**src/rtl/ycfg_loader.sv**
```systemverilog
// ycfg_loader: serial configuration loader for a column of yellow cells.
// Accepts clear commands (pulse cell_reset) and shift commands (clock a word
// into the column MSB first, one bit per SETUP/STROBE/HOLD triplet).
// Optional readback of the bits falling out of the chain tail is compiled in
// with the YCFG_READBACK_EN macro; without it rdata/rvalid are tied to zero.
module ycfg_loader #(
    parameter int unsigned WIDTH        = 32,
    parameter int unsigned CLEAR_CYCLES = 4
) (
    input  logic             clk,
    input  logic             reset,
    input  logic             cmd_valid,
    output logic             cmd_ready,
    input  logic             cmd_clear,
    input  logic [WIDTH-1:0] cmd_data,
    output logic             cell_reset,
    output logic             confclk,
    output logic             cbitin,
    input  logic             cbitout,
    output logic             busy,
    output logic [WIDTH-1:0] rdata,
    output logic             rvalid
);

    localparam int unsigned CntW = $clog2(WIDTH + 1);

    typedef enum logic [2:0] {StIdle, StClear, StSetup, StStrobe, StHold} state_t;

    state_t           state_q;
    logic [WIDTH-1:0] shreg_q;
    logic [CntW-1:0]  bitcnt_q;
    logic [7:0]       clrcnt_q;
    logic [WIDTH-1:0] shreg_next;

    // Shift register contents after the left shift done in HOLD
    always_comb begin
        shreg_next = shreg_q << 1;
    end

    // Main FSM; every output is a register updated alongside the state
    always_ff @(posedge clk) begin
        if (reset) begin
            state_q    <= StClear;
            clrcnt_q   <= 8'(CLEAR_CYCLES);
            shreg_q    <= '0;
            bitcnt_q   <= '0;
            cell_reset <= 1'b1;
            confclk    <= 1'b0;
            cbitin     <= 1'b0;
            cmd_ready  <= 1'b0;
            busy       <= 1'b1;
        end else begin
            case (state_q)
                StIdle: begin
                    if (cmd_valid) begin
                        cmd_ready <= 1'b0;
                        busy      <= 1'b1;
                        if (cmd_clear) begin
                            state_q    <= StClear;
                            clrcnt_q   <= 8'(CLEAR_CYCLES);
                            cell_reset <= 1'b1;
                        end else begin
                            state_q  <= StSetup;
                            shreg_q  <= cmd_data;
                            bitcnt_q <= CntW'(WIDTH);
                            cbitin   <= cmd_data[WIDTH-1];
                        end
                    end
                end
                StClear: begin
                    // Counter holds the number of reset cycles still to go, this one included
                    if (clrcnt_q <= 8'd1) begin
                        state_q    <= StIdle;
                        cell_reset <= 1'b0;
                        cmd_ready  <= 1'b1;
                        busy       <= 1'b0;
                    end else begin
                        clrcnt_q <= clrcnt_q - 8'd1;
                    end
                end
                StSetup: begin
                    state_q <= StStrobe;
                    confclk <= 1'b1;
                end
                StStrobe: begin
                    state_q <= StHold;
                    confclk <= 1'b0;
                end
                StHold: begin
                    shreg_q  <= shreg_next;
                    bitcnt_q <= bitcnt_q - CntW'(1);
                    if (bitcnt_q == CntW'(1)) begin
                        state_q   <= StIdle;
                        cmd_ready <= 1'b1;
                        busy      <= 1'b0;
                    end else begin
                        state_q <= StSetup;
                        cbitin  <= shreg_next[WIDTH-1];
                    end
                end
                default: begin
                    state_q    <= StClear;
                    clrcnt_q   <= 8'(CLEAR_CYCLES);
                    cell_reset <= 1'b1;
                    confclk    <= 1'b0;
                    cmd_ready  <= 1'b0;
                    busy       <= 1'b1;
                end
            endcase
        end
    end

`ifdef YCFG_READBACK_EN
    logic [WIDTH-1:0] racc_q;

    // Collect the tail bit once per SETUP; publish the word after the last HOLD
    always_ff @(posedge clk) begin
        if (reset) begin
            racc_q <= '0;
            rdata  <= '0;
            rvalid <= 1'b0;
        end else begin
            rvalid <= 1'b0;
            if (state_q == StSetup) begin
                racc_q <= WIDTH'({racc_q, cbitout});
            end
            if (state_q == StHold && bitcnt_q == CntW'(1)) begin
                rdata  <= racc_q;
                rvalid <= 1'b1;
            end
        end
    end
`else
    logic unused_cbitout;

    // Readback compiled out: tail bit is not observed
    always_comb begin
        unused_cbitout = cbitout;
        rdata          = '0;
        rvalid         = 1'b0;
    end
`endif

endmodule

```
**config.mk**
```make
export PLATFORM = sky130hd
export DESIGN_NAME = ycfg_loader
export DESIGN_NICKNAME = d
export VERILOG_FILES = /design/src/rtl/ycfg_loader.sv
export SDC_FILE = /design/constraint.sdc
export NUM_CORES = 1
export LEC_CHECK = 0
export BUFFER_PORTS_ARGS = -buffer_cell sky130_fd_sc_hd__buf_2
export CAP_MARGIN = 20
export CELL_PAD_IN_SITES_DETAIL_PLACEMENT = 0
export CELL_PAD_IN_SITES_GLOBAL_PLACEMENT = 1
export CORE_MARGIN = 8
export CORE_UTILIZATION = 38
export DETAILED_ROUTE_END_ITERATION = 7
export GPL_TIMING_DRIVEN = 1
export PLACE_DENSITY_LB_ADDON = 0.1
export SLEW_MARGIN = 10
export SYNTH_ARGS = -nofsm -noshare
export SYNTH_HDL_FRONTEND = slang
export SYNTH_SLANG_ARGS = --single-unit
```
**constraint.sdc**
```tcl
create_clock -name clk -period 2.8 [get_ports clk]
set_clock_uncertainty 0.1 [all_clocks]
set_input_delay 0.14 -clock clk [delete_from_list [all_inputs] [get_ports clk]]
set_output_delay 0.14 -clock clk [all_outputs]
set_load 0.005 [all_outputs]
```
==> results of run 1 <==
-- cells in the mapped netlist (6+ instances only) --
cell type | number | area (µm²)
sky130_fd_sc_hd__a21oi_1 | 10 | 50.1
sky130_fd_sc_hd__nor3_1 | 8 | 40.0
sky130_fd_sc_hd__dfxtp_1 | 53 | 1060
sky130_fd_sc_hd__clkbuf_1 | 18 | 67.6
sky130_fd_sc_hd__buf_4 | 34 | 255
sky130_fd_sc_hd__nor2_1 | 45 | 169
sky130_fd_sc_hd__nand2_1 | 66 | 248
sky130_fd_sc_hd__a311oi_1 | 30 | 263
sky130_fd_sc_hd__buf_2 | 6 | 30.0
sky130_fd_sc_hd__inv_1 | 8 | 30.0
-- stage by stage --
stage	util	std cells	total power [mW]	setup slack [ps]	hold slack (ps)
after global placement	0.405	465	1.70	699	291
after floorplan	-	381	1.56	881	188
after CTS	0.452	497	2.17	683	1.43
after global routing	0.452	497	2.30	508	8.00
after detailed placement	0.405	465	1.69	718	291
final	0.452	497	2.14	670	6.96
-- cell type report --
cell class	instances	area [µm²]
tap	99	124
multi-input combinational	261	1430
sequential	53	1060
fill	751	3910
clock buffer	7	86.3
inverter	8	30.0
timing repair buffer	69	493
-- worst max path at each step --
stage | startpoint | end | slack [ps] | cells after the start
3_3_place_gp | state_q[2] | clrcnt_q[5] | 700 | 4
6_report | state_q[2] | clrcnt_q[5] | 670 | 4
3_5_place_dp | state_q[2] | clrcnt_q[5] | 720 | 4
4_1_cts | state_q[2] | clrcnt_q[5] | 680 | 4
2_1_floorplan | clrcnt_q[0] | clrcnt_q[7] | 880 | 6
5_1_grt | state_q[2] | clrcnt_q[1] | 510 | 4
-- layer usage --
layer | track usage | share of wire
met1 | 0.156 | 0.48
met2 | 0.207 | 0.46
met3 | 0.0330 | 0.048
met4 | 0.0378 | 0.0098
met5 | 0 | 0
-- kinds of logic after synthesis --
logic type / Yosys count / synth area share
simple gates: 143 / 0.223
compound gates: 75 / 0.212
buf+inv: 67 / 0.142
flops: 53 / 0.383
fa+ha+maj: 4 / 0.0181
xor+xnor: 4 / 0.0127
mux: 2 / 0.00723
other cells: 1 / 0.00135
-- registers in the layout, indices dropped and copies added, names as in the netlist --
signal      flops
bitcnt_q        6
busy            1
cbitin          1
cell_reset      1
clrcnt_q        8
cmd_ready       1
confclk         1
shreg_q        31
state_q         3
-- report_power, final --
group / leakage, nW / total [mW] / switching, mW / internal, mW
Sequential: 0.430 / 0.999 / 0.106 / 0.893
Clock: 0.0443 / 0.436 / 0.239 / 0.197
Combinational: 0.837 / 0.702 / 0.383 / 0.319
Total: 1.31 / 2.14 / 0.729 / 1.41
-- worst min-delay path, delay by kind of cell --
| family | cells | cell delay (ps) |
|---|---|---|
| and+or+nand+nor | 1 | 50 |
| AOI/OAI and AO/OA | 1 | 80 |
| buffers and inverters | 1 | 100 |
-- timing repair --
action | 4_1_cts | 5_1_grt
hold buffers | 25 | 0
setup buffers | 0 | 0
endpoints found under the setup margin | 0 | 0
endpoints found under the hold margin | 25 | 0
==> results.md, run 1 <==
- The final count of negative-setup-slack endpoints is 0.
- The number of hold violations in the final report was 0.
- The number of inserted diodes is 0.
- The TritonCTS buffer count is 5.
- In the routed layout, each cell is associated on average with a via count of approximately 4.9.
- The startpoint identified for the worst register-to-register timing path is state_q[2].
- The signal on the critical path passes through and3b_1 -> a211o_1 -> or4_1 -> nand2_1.
- The share of async-settable or async-resettable flops after synthesis is 0.
- The category of the most critical setup path is reg -> reg.
- The power density over the cells is between 600 and 700 nW/µm².
- Synthesis produced 349 cells.
- The quantity of I/O buffers inserted on ports is 40.
- On the worst path, the slowest cell contributes a delay of 680 ps.
- The fraction of layout cells with a size suffix above 1 is 0.133.
- The initial core utilization is 0.388.
- The synthesized design contains 53 register bits.
- The post-CTS resize count is 0.
- The smallest clock period supported by the final layout is computed as about 2100 ps.
- The path type of the worst min-delay path is in -> reg.
- Setup total negative slack on the finished layout was measured at 0 ps.
- The number of enable-type register cells in the synthesized netlist is 0.
- The signed area change from the synthesized netlist to the final layout is 16.6%.
- The iteration count of the initial detailed-routing pass is 4.
- The total area inside the core boundary comes to just over 7000 µm².
- In this run the most critical hold path is launched from cmd_data[2].
- During synthesis, Yosys emitted a total of 0 warnings.
- After routing the design area is approximately 3200 µm².
- The dominant delay contributor by cell family on the critical path is simple AND/OR/NAND/NOR gates.
- The floorplan row count is 31.
- For this block, the initial DRC count from the detailed router was 123.
- For this design, the sink count on the clock tree is 53.
- The run finished with clean final reports.
- The worst hold path endpoint is shreg_q[2].
- Setup repair after global routing left no endpoint under its margin.
- The highest clock frequency the design can meet is ~470 MHz.
- For the worst setup path, the data required time is 2940 ps.
- The highest-delay cell along the critical path is sky130_fd_sc_hd__dfxtp_1.
- The global-route wire length before repair is 10.5 mm.
- The initial antenna violation count was 0.
- The endpoint kind of the worst setup timing path is a register.
- The final critical-path share of the clock period is 0.761.
- The worst reg-to-reg setup slack is ~670 ps.
- The transition time at the pin with the least slew margin is 839 ps.
- The mean area per synthesized cell is around 8 µm².
- From left edge to right edge, the die measures 101 µm.
- After detailed placement, the total cell area comes to between 2000 and 3000 µm².
- In the final routed layout, each cell accounts on average for about 13 µm.
- Once detailed placement completed, the half-perimeter wirelength came to 4.24 mm.
- Of all nets on the critical path, the largest fanout is 19.
- The cell area that synthesis handed to floorplanning was roughly 2800 µm².
- The number of instances on the worst hold path is 3.
- The H-tree was split into 2 levels.
- For this block, the via count after detailed routing is roughly 2,400.
- In this run the critical register-to-register path is captured at clrcnt_q[5].
- The cell sitting at the root of the clock tree is a sky130_fd_sc_hd__clkbuf_8.
- The antenna violation net count after detailed routing is 0.
- The number of nets in the layout is approximately 440.
- The worst-case headroom to the max-slew limit is 0.441.
- The die area is a little over 10,000 µm².
- In the global route stage, overall resource usage came out at 0.126.
- The number of cells on the worst reg-to-reg path is 4.
- The TritonCTS clock tree is built.
- The tool flagged a number of max-cap violations equal to 0.
- The routability-driven placement congestion ratio is ~0.73.
- Leaving out fill and tap cells, the most frequent cells in the layout are sky130_fd_sc_hd__nand2_1, sky130_fd_sc_hd__dfxtp_1, sky130_fd_sc_hd__nor2_1.
- The via count of the first global-routing pass is between 2,000 and 2,500.
- Counting along the longest clock path gives a buffer depth of 2.
- For this run, the register share of the synthesized area comes to 0.383.
- For this run, design rule violations remaining after detail routing come to 0.
- Summed over all layers, the global routing overflow is 0.
- The most common cell after layout, fill and taps aside is sky130_fd_sc_hd__nand2_1.
- The leakage dissipation is between 1 and 1.5 nW.
- Clock latency on the worst-skew pair, taken at its later pin, is 300 ps.
- The number of primary I/O pins is 75.
- The primary flip-flop cell chosen by synthesis mapping is sky130_fd_sc_hd__dfxtp_1.
- Data arrives at the worst endpoint at 2270 ps.
- The pin count of the biggest net entering global routing is 62.
- The worst-case IR drop observed on VDD is 0.228 mV.
- The number of max-slew violations in the final report is 0.
- The chip height is 101 µm.
- The overall routed net length is about 6.4 mm.
- After synthesis, the netlist uses between 40 and 50 different library cells.
- Clock-pin slew was measured on the worst setup and hold paths at about 90 ps.
- The worst setup path is launched from a register.
- Counting both buffers and inverters, the worst setup path holds a total of 0.
No activity file was read; power rests on OpenSTA's default activity.
==> inputs of run 2 (changes only) <==
Settings changed: CORE_UTILIZATION 38 to 34.
Clock period 2.8 ns to 1.9 ns, I/O delays scaled along.
==> results.md, run 2 (synthesis results as in run 1) <==
- The fraction of layout cells with a size suffix above 1 came to 0.202 (was 0.133).
- The maximum ir drop on the vdd rail came to 0.384 mV (was 0.228 mV).
- The global-route wire length before repair came to 12.2 mm (was 10.5 mm).
- The initial antenna violation count came to 0 (unchanged).
- The worst setup slack before clock tree synthesis is -39.4 ps (was 718 ps).
- The endpoint kind of the worst setup timing path is a register (unchanged).
- The number of DRC violations after detailed-routing iteration 0 is 81 (was 123).
- The largest register by flop count is shreg_q (unchanged).
- The number of maximum-capacitance constraint violations is 0 (unchanged).
- Status: completed (unchanged).
- Largest regs: shreg_q x31, clrcnt_q x8, bitcnt_q x6 (unchanged).
- The highest clock frequency the design can meet is 543 MHz (was 469 MHz).
- The via count of the first global-routing pass is 2,645 (was 2,196).
- The clock transition at the register clock pins on the worst setup and hold paths after CTS is 100 ps (was 90 ps).
- The HPWL after detailed placement is 4.72 mm (was 4.24 mm).
- The detailed-route DRC error count is 0 (unchanged).
- The final critical-path share of the clock period came to 0.969 (was 0.761).
- The arrival time at the worst endpoint is 2000 ps (was 2270 ps).
- The TritonCTS clock tree is built (unchanged).
- The final count of negative-setup-slack endpoints is 0 (unchanged).
- The number of max-slew violations in the final report is 0 (unchanged).
- The area of the core region was 8050 µm² (was 7140 µm²).
- The area of all sequential standard cells came to 1070 µm² (was 1060 µm²).
- The number of flip-flops in the largest register came to 31 (unchanged).
- The worst-case clock buffer depth is 2 (unchanged).
- The final instance count without filler cells is 531 (was 497).
- The mean number of vias per cell is 4.73 (was 4.87).
- The footprint of the multi-input gates came to 1480 µm² (was 1430 µm²).
- The minimum clock period is 1840 ps (was 2130 ps).
- The total via count after detailed routing is 2,512 (was 2,418).
- The startpoint class of the critical path is a register (unchanged).
- The initial core utilization came to 0.344 (was 0.388).
- The latest clock arrival within the worst-skew pair is 310 ps (was 300 ps).
- The number of nets in the layout is 466 (was 439).
- Commonest non-fill, non-tap cells in the layout: sky130_fd_sc_hd__nand2_1, sky130_fd_sc_hd__dfxtp_1, sky130_fd_sc_hd__nor2_1 (unchanged).
- The number of primary I/O pins is 75 (unchanged).
- The CTS H-tree depth came to 2 (unchanged).
- The power density over the cells is 1040 nW/µm² (was 662 nW/µm²).
- The most common cell after layout, fill and taps aside is sky130_fd_sc_hd__nand2_1 (unchanged).
- The antenna violation net count after detailed routing came to 0 (unchanged).
- The number of inserted diodes is 0 (unchanged).
- The average wire length per cell after detail routing is 13.1 µm (was 12.9 µm).
- The area of all placed cells without fillers was 3570 µm² (was 3230 µm²).
- The quantity of I/O buffers inserted on ports was 40 (unchanged).
- The floorplan row count is 33 (was 31).
- The path type of the worst min-delay path is in -> reg (unchanged).
- The chip height is 106 µm (was 101 µm).
- The data required time of the worst path is 2050 ps (was 2940 ps).
- The largest fanout on the critical path is 4 (was 19).
- The TritonCTS buffer count came to 5 (unchanged).
- The total chip power was 3.72 mW (was 2.14 mW).
- The overall routed net length is 6.97 mm (was 6.40 mm).
- The die area is 11,300 µm² (was 10,300 µm²).
- The placed instance area is 3070 µm² (was 2890 µm²).
- The cell count after placement is 489 (was 465).
- The final sum of negative setup slack is 0 ps (unchanged).
- The total number of clock tree sinks was 53 (unchanged).
- The total overflow reported by the global router is 0 (unchanged).
- The number of fill cells came to 823 (was 751).
- Setup repair after global routing missed its margin: no (unchanged).
- The leakage dissipation is 1.47 nW (was 1.31 nW).
- The die outline width came to 106 µm (was 101 µm).
- The routability-driven placement congestion ratio is 0.804 (was 0.732).
- The category of the most critical setup path is reg -> reg (unchanged).
- The CTS root buffer is sky130_fd_sc_hd__clkbuf_8 (unchanged).
- The worst setup margin is 58.1 ps (was 670 ps).
- The pin count of the biggest net entering global routing is 39 (was 62).
- The number of hold violations in the final report is 0 (unchanged).
- The iteration count of the initial detailed-routing pass is 4 (unchanged).
- The signed area change from the synthesized netlist to the final layout came to 29.1% (was 16.6%).
- The total global-route track usage is 0.127 (was 0.126).
-- run 2: power breakdown --
| part | internal (mW) | total [mW] | leakage [nW] | switching, mW |
|---|---|---|---|---|
| clock network | 0.431 | 0.816 | 0.0585 | 0.385 |
| logic | 0.717 | 1.42 | 0.981 | 0.705 |
| registers | 1.32 | 1.48 | 0.431 | 0.155 |
-- run 2: final cells by class --
| class | count | area share |
|---|---|---|
| clock inverters | 1 | 0.00840 |
| clock buffers | 7 | 0.0242 |
| well taps | 105 | 0.0368 |
| repair buffers | 96 | 0.210 |
| multi-input cells | 261 | 0.414 |
| flip-flops and latches | 53 | 0.298 |
| inverters | 8 | 0.00840 |
-- run 2: metal layers --
| layer | vias up | part of all wire | track usage |
|---|---|---|---|
| li1 | 1305 | - | - |
| met4 | 0 | 0.0085 | 0.0362 |
| met5 | - | 0 | 0 |
| met1 | 1151 | 0.47 | 0.153 |
| met3 | 5 | 0.041 | 0.0278 |
| met2 | 51 | 0.48 | 0.223 |
-- run 2: worst paths after layout --
check,to,slack [ps],cells past startpoint,from
hold reg to reg,busy,350,2,busy
setup reg to reg,clrcnt_q[5],60,7,clrcnt_q[0]
setup / recovery,clrcnt_q[5],60,7,clrcnt_q[0]
hold / removal,cbitin,30,3,cmd_data[31]
-- run 2: worst max-delay path, cell delays in order, from the launching register on --
cell,delay (ps)
sky130_fd_sc_hd__dfxtp_4,380
sky130_fd_sc_hd__inv_2,40
sky130_fd_sc_hd__ha_2,170
sky130_fd_sc_hd__or2_4,220
sky130_fd_sc_hd__a31o_1,220
sky130_fd_sc_hd__buf_4,150
sky130_fd_sc_hd__or4_1,450
sky130_fd_sc_hd__nand2_1,60
-- run 2: what timing repair did --
item	in CTS	in global routing
endpoints found under the setup margin	4	5
pin swaps	1	3
resized for setup	4	11
setup buffers	1	1
endpoints found under the hold margin	32	0
hold buffers	32	0
-- run 2: stage by stage --
stage | utilization | hold WS [ps]
finish | 0.444 | 30.9
global route | 0.444 | 47.2
CTS | 0.437 | 24.1
detailed placement | 0.382 | 249
global placement | 0.382 | 237
floorplan | - | 143
